File: config.mk
export PLATFORM = sky130hd
export DESIGN_NAME = alu32
export DESIGN_NICKNAME = d
export VERILOG_FILES = /design/src/rtl/alu_pkg.sv /design/src/rtl/alu_comb.sv /design/src/rtl/alu32.sv
export SDC_FILE = /design/constraint.sdc
export NUM_CORES = 2
export LEC_CHECK = 0
export CORE_ASPECT_RATIO = 1.2
export CORE_MARGIN = 2
export CORE_UTILIZATION = 25
export CTS_CLUSTER_DIAMETER = 100
export DETAILED_ROUTE_END_ITERATION = 6
export SLEW_MARGIN = 20
export SYNTH_ARGS = -nofsm -noshare
export SYNTH_HDL_FRONTEND = slang
export SYNTH_SLANG_ARGS = --single-unit
File: constraint.sdc
create_clock -name clk -period 1.05 [get_ports clk]
set_input_delay 0.2625 -clock clk [delete_from_list [all_inputs] [get_ports clk]]
set_output_delay 0.2625 -clock clk [all_outputs]
set_load 0.03 [all_outputs]
File: src/rtl/alu_pkg.sv
// alu_pkg: shared width, opcode encodings and constants for the alu32 datapath
package alu_pkg;
    localparam int ALU_WIDTH = 32;

    localparam logic [3:0] OP_ADD  = 4'b0000;
    localparam logic [3:0] OP_SUB  = 4'b0001;
    localparam logic [3:0] OP_MUL  = 4'b0010;
    localparam logic [3:0] OP_DIV  = 4'b0011;
    localparam logic [3:0] OP_SHL  = 4'b0100;
    localparam logic [3:0] OP_SHR  = 4'b0101;
    localparam logic [3:0] OP_ROL  = 4'b0110;
    localparam logic [3:0] OP_ROR  = 4'b0111;
    localparam logic [3:0] OP_AND  = 4'b1000;
    localparam logic [3:0] OP_OR   = 4'b1001;
    localparam logic [3:0] OP_XOR  = 4'b1010;
    localparam logic [3:0] OP_NOR  = 4'b1011;
    localparam logic [3:0] OP_NAND = 4'b1100;
    localparam logic [3:0] OP_XNOR = 4'b1101;
    localparam logic [3:0] OP_GT   = 4'b1110;
    localparam logic [3:0] OP_EQ   = 4'b1111;

    localparam logic [ALU_WIDTH-1:0] DIV0_RESULT = '1;
endpackage

File: src/rtl/alu_comb.sv
// alu_comb: combinational ALU datapath; divider present only when ALU_DIV_EN is defined
module alu_comb
    import alu_pkg::*;
#(
    parameter int WIDTH = ALU_WIDTH
) (
    input  logic [WIDTH-1:0] a,
    input  logic [WIDTH-1:0] b,
    input  logic [3:0]       op,
    output logic [WIDTH-1:0] result,
    output logic             carry
);
    logic [WIDTH:0] sum;

    assign sum   = {1'b0, a} + {1'b0, b};
    assign carry = sum[WIDTH];

    // opcode decode; every encoding assigns a defined result
    always_comb begin
        result = '0;
        case (op)
            OP_ADD:  result = sum[WIDTH-1:0];
            OP_SUB:  result = a - b;
            OP_MUL:  result = a * b;
`ifdef ALU_DIV_EN
            OP_DIV:  result = (b == '0) ? WIDTH'(DIV0_RESULT) : a / b;
`else
            OP_DIV:  result = '0;
`endif
            OP_SHL:  result = {a[WIDTH-2:0], 1'b0};
            OP_SHR:  result = {1'b0, a[WIDTH-1:1]};
            OP_ROL:  result = {a[WIDTH-2:0], a[WIDTH-1]};
            OP_ROR:  result = {a[0], a[WIDTH-1:1]};
            OP_AND:  result = a & b;
            OP_OR:   result = a | b;
            OP_XOR:  result = a ^ b;
            OP_NOR:  result = ~(a | b);
            OP_NAND: result = ~(a & b);
            OP_XNOR: result = ~(a ^ b);
            OP_GT:   result = {{(WIDTH-1){1'b0}}, a > b};
            OP_EQ:   result = {{(WIDTH-1){1'b0}}, a == b};
            default: result = '0;
        endcase
    end
endmodule

File: src/rtl/alu32.sv
// alu32: registered 32-bit ALU with async active-high reset (divide enabled by ALU_DIV_EN)
module alu32
    import alu_pkg::*;
#(
    parameter int WIDTH = ALU_WIDTH
) (
    input  logic             clk,
    input  logic             rst,
    input  logic [WIDTH-1:0] A,
    input  logic [WIDTH-1:0] B,
    input  logic [3:0]       opALU,
    output logic [WIDTH-1:0] ALU_Out,
    output logic             CarryOut
);
    logic [WIDTH-1:0] alu_out_d, alu_out_q;
    logic             carry_d, carry_q;

    alu_comb #(.WIDTH(WIDTH)) u_comb (
        .a      (A),
        .b      (B),
        .op     (opALU),
        .result (alu_out_d),
        .carry  (carry_d)
    );

    // capture result and carry every edge; reset clears them at once
    always_ff @(posedge clk or posedge rst) begin
        if (rst) begin
            alu_out_q <= '0;
            carry_q   <= 1'b0;
        end else begin
            alu_out_q <= alu_out_d;
            carry_q   <= carry_d;
        end
    end

    assign ALU_Out  = alu_out_q;
    assign CarryOut = carry_q;
endmodule

# [Word-level counts from Yosys, hierarchy flattened]
# Index checks and enable logic that the tools add are counted.
# W data, S select, Z words.
[word_totals] reg_bits=33 in_bits=70 out_inout_bits=33 word_cells=30
[classes] add_sub_neg=2 n_mul=1 n_lt_le_gt_ge=1 n_eq_ne=16 muxes=1 bitwise_logic=6 n_reduce_logical=1
[op_table] op="$pmux W32 S16" n=1
[op_table] op="$not A32 Y32" n=3
[op_table] op="$add A32 B32 Y33" n=1
[op_table] op="$and A32 B32 Y32" n=1
[op_table] op="$eq A32 B32 Y1" n=1
[op_table] op="$eq A4 B4 Y1 const B" n=8
[op_table] op="$gt A32 B32 Y1" n=1
[op_table] op="$mul A32 B32 Y32" n=1
[op_table] op="$or A32 B32 Y32" n=1
[op_table] op="$sub A32 B32 Y32" n=1
[op_table] op="$xor A32 B32 Y32" n=1
[op_table] op="$eq A4 B3 Y1 const B" n=4
[op_table] op="$eq A4 B2 Y1 const B" n=2
[op_table] op="$eq A4 B1 Y1 const B" n=1
[op_table] op="$logic_not A4 Y1" n=1

# [Longest topological paths before layout]
[depth] ltp_word=3 depth_mapped=31 mapped_depth_nobuf=27

# [By module]
# A second synthesis with hierarchy kept.
[unflattened] cells_unflattened=2787 hier_area_um2=22409.0
[by_module_without_submodules] mod="alu_comb" instances=1 cells_each=2753 area_per_inst_um2=21579.4 seq_area_each_um2=0.0
[by_module_without_submodules] mod="alu32" instances=1 cells_each=34 area_per_inst_um2=829.5 seq_area_each_um2=825.8

# [Least setup slack after synthesis]
# OpenSTA, ideal clock, no wires.
[synth_path] path_kind="input-to-reg" startpoint="in B[2]" endpoint="reg alu_out_q[25] (netlist: ALU_Out[25])" setup_ns=0.138 arrival_ns=6.922 required_time_ns=0.912 setup_slack_ns=-6.010 stages=28 path_buffers=3 path_cell_list="clkbuf_1 > inv_1 > clkbuf_1 > nor2_1 > fa_1 > inv_1 > fa_1 > fa_1 > fa_1 > inv_1 > fa_1 > inv_1 > fa_1 > inv_1 > fa_1 > fa_1 > ha_1 > clkbuf_1 > a211oi_1 > nor2_1 > a211oi_1 > o21a_1 > nand2_1 > mux2i_1 > a211o_1 > o22a_1 > o22ai_1 > a21oi_1"
[synth_between] elab_chain_cells=2 elab_cells_between_ends=4 cone_classes="add/sub (2); mul (1); mux (1)"
[synth_lines] element="from (decl)" line_no="alu32.sv:10" source="input logic [WIDTH-1:0] B,"
[synth_lines] element="$mul A32 B32 Y32, or another cell as far along" line_no="alu_comb.sv:24" source="OP_MUL: result = a * b;"
[synth_lines] element="$pmux W32 S16 *" line_no="alu_comb.sv:21" source="case (op)"
[synth_lines] element="named net alu_out_d[25]" line_no="alu32.sv:15" source="logic [WIDTH-1:0] alu_out_d, alu_out_q;"
[synth_lines] element="to (signal assigned)" line_no="alu32.sv:32" source="alu_out_q <= alu_out_d;"
[synth_lines] element="to (decl)" line_no="alu32.sv:15"
# Mark *: on every way through the listed nets, which the timed path passes. The rest lies on a longest branch.

# [Worst setup path after layout]
[layout_path] startpoint="in B[5]" endpoint="reg alu_out_q[23] (netlist: ALU_Out[23])"
# The elaborated chain is that of the path after synthesis.

==> flow_summary.json <==
{
  "internal_power_mw": 71.5,
  "tightest_slew_ns": 0.595,
  "ctsHoldBuffers": 0,
  "netlist_top_cells_count": "inv_1, nor2_1, fa_1",
  "port_buffers": 102,
  "cts_tree": "done",
  "synth_nets": 3501,
  "dr.first_iter.drc_count": 1883,
  "synth.top_cell.area_share_pct": 36.4,
  "pwr-share-seq_pct": 1.5,
  "status": "finished, violations left",
  "cp-end-kind": "flip-flop",
  "period_needed_ns": 6.67,
  "avgSynthCellArea_um2": 8.04,
  "worstPathMaxFanout": 5,
  "cts_root_buf": "clkbuf_16",
  "drive_gt1_share_pct": 35.5,
  "die_area_um2": 92500,
  "min_path_type": "in -> async",
  "vias": 23497,
  "synth-edff-count": 0,
  "synth.yosys.seq_area_share_pct": 3.67,
  "grt-ovfl-total": 0,
  "multiInputGateArea_um2": 21300,
  "start_util_pct": 25.3,
  "antenna_left": 0,
  "die_w_um": 278,
  "fp-row-count": 120,
  "routed_wl_um": 109000,
  "grt_antenna_before_repair": 1,
  "fin_nets": 4242,
  "ios": 103,
  "core_um2": 89200,
  "cp.arrival_ns": 6.87,
  "firstDrtPassIters": 5,
  "postPlaceCellArea_um2": 30700,
  "grt_setup_unrepaired": "true",
  "post-route-cell-area_um2": 33900,
  "ys_types": 90,
  "hold_violations": 0,
  "netlist_instances": 2802,
  "dieHeight_um": 333,
  "hpwl_um": 91500,
  "relSlewSlack_pct": 60.0,
  "p_clk_share_pct": 1.1,
  "final.setup.worst_slack_ns": -5.62,
  "globalRouteTotalUtil_pct": 23.3,
  "first_global_vias": 24814,
  "ys.flop_type": "dfrtp_1",
  "netlist_area_um2": 22500,
  "synth_top_cell_by_area": "fa_1",
  "slew_viol_final": 0,
  "async_reset_ff_share_pct": 100,
  "ys_ff_latch": 33,
  "areaGrowthSynthToFinish_pct": 50.4,
  "seqCellArea_um2": 827,
  "violations": "negative setup slack",
  "leakage_nw": 16.1,
  "critPathRequiredTime_ns": 1.25,
  "grt_max_degree": 34,
  "ys.warnings.count": 0,
  "drc": 0,
  "netSwitchingFraction_pct": 49.9,
  "yosys.cell_count.top_type": "inv_1",
  "p_comb_share_pct": 97.5,
  "worstSetupPathType": "in -> reg",
  "max_freq_ghz": 0.150,
  "switching_power_mw": 71.2,
  "cts_sinks": 33,
  "cts_buffers": 5,
  "netlist_top_cells_area": "fa_1, ha_1, inv_1",
  "finalCritPeriodShare_pct": 635,
  "wl_per_cell_um": 23.2,
  "h-tree-depth": 2,
  "cts_buffer_depth": 2,
  "viasPerCell": 5.00,
  "max-vdd-ir-drop_v": 0.00616,
  "fill_cells": 9046,
  "final_core_util_pct": 38.0,
  "cp-start-kind": "primary input",
  "maxCapViolCount": 0,
  "setup-violations-final": 66,
  "p_per_area_nw_per_um2": 4210,
  "antennaDiodeCount": 0,
  "place_congestion": 0.992,
  "grt_pass1_wl_um": 160000,
  "clk_pin_slew_worst_paths_ns": 0.06
}
path summary, 6_finish.rpt:
| check | depth (start not counted) | from | end |
|---|---|---|---|
| min in group clk | 4 | opALU[3] | ALU_Out[16]$_DFF_PP0_ |
| max | 28 | B[5] | ALU_Out[23]$_DFF_PP0_ |
| max in group asynchronous | 3 | rst | ALU_Out[24]$_DFF_PP0_ |
| min | 3 | rst | ALU_Out[27]$_DFF_PP0_ |
layer usage:
layer / vias to the layer above / wire [um] / GRT usage [%]
li1: 10437 / - / -
met1: 11705 / 41200 / 27.8
met2: 1009 / 52100 / 39.2
met3: 344 / 6490 / 2.60
met4: 2 / 9370 / 16.2
met5: - / 13 / 0
placed cells by master, fill, tap and decap left out, types with 55 or more instances in the layout:
| cell type | n |
|---|---|
| a21oi_1 | 109 |
| buf_12 | 70 |
| buf_4 | 667 |
| buf_6 | 77 |
| fa_1 | 372 |
| ha_1 | 160 |
| ha_4 | 55 |
| inv_1 | 419 |
| nand2_1 | 288 |
| nor2_1 | 350 |
| o21ai_0 | 58 |
| xnor2_1 | 72 |
cell families after synthesis:
group	after synthesis	synth area share (%)
AOI/OAI and AO/OA	511	15.3
DFF	33	3.67
buffers and inverters	650	11.1
adders and majority gates	629	48.6
muxes	53	2.36
and+or+nand+nor	828	15.1
xor gates and xnor gates	98	3.81
registers in the layout (all words and copies together), names as in the netlist:
name / cells
ALU_Out: 32
CarryOut: 1
critical path: stages:
cell and delay (ns):
buf_8 0.10, clkinvlp_4 0.12, buf_12 0.14, nor2_4 0.04
fa_1 0.55, fa_1 0.44, fa_1 0.51, inv_2 0.04
fa_1 0.55, inv_2 0.05, fa_1 0.52, inv_1 0.05
fa_1 0.51, inv_2 0.05, fa_1 0.48, fa_1 0.57
ha_4 0.23, a211oi_2 0.18, nor2_1 0.08, a211oi_2 0.24
buf_4 0.17, a21boi_4 0.22, o2111ai_1 0.12, o211ai_1 0.11
buf_4 0.20, a2bb2oi_2 0.13, o22ai_1 0.07, a21oi_1 0.14
metrics by stage:
stage | std cells | setup slack (ns) | hold WS (ns) | TNS (ns) | power, mW
6_report | 4703 | -5.62 | 0.344 | -149.31 | 143
5_1_grt | 4703 | -5.88 | 0.362 | -154.40 | 148
4_1_cts | 4686 | -5.63 | 0.345 | -150.60 | 136
3_5_place_dp | 4595 | -6.49 | 0.649 | -177.48 | 106
3_3_place_gp | 4595 | -6.44 | 0.626 | -176.67 | 105
2_1_floorplan | 2802 | -5.50 | 0.391 | -137.53 | 73.6
timing repair:
item / 4_1_cts / 5_1_grt
hold endpoints to repair: 0 / 0
cloned: 4 / 0
buffers inserted: 85 / 30
pin swaps: 158 / 118
endpoints found under the setup margin: 66 / 66
gates resized for setup: 500 / 170
power groups by stage:
stage / sequential, mW / clock (mW) / combinational (mW)
floorplan: 2.77 / 0 / 70.8
global placement: 2.11 / 0 / 103
detailed placement: 2.11 / 0 / 104
CTS: 2.13 / 1.52 / 133
global route: 2.11 / 1.58 / 144
finish: 2.10 / 1.51 / 139
area by class of cell:
cell class	instances	share of cell area (%)
multi-input cells	2119	62.8
inverters	490	6.02
flip-flops and latches	33	2.44
repair inverters	3	0.0517
repair buffers	891	24.0
clock buffers	5	0.369
clock inverters	3	0.0517
well taps	1159	4.28
Note: power is estimated with default switching activity, not from simulation.
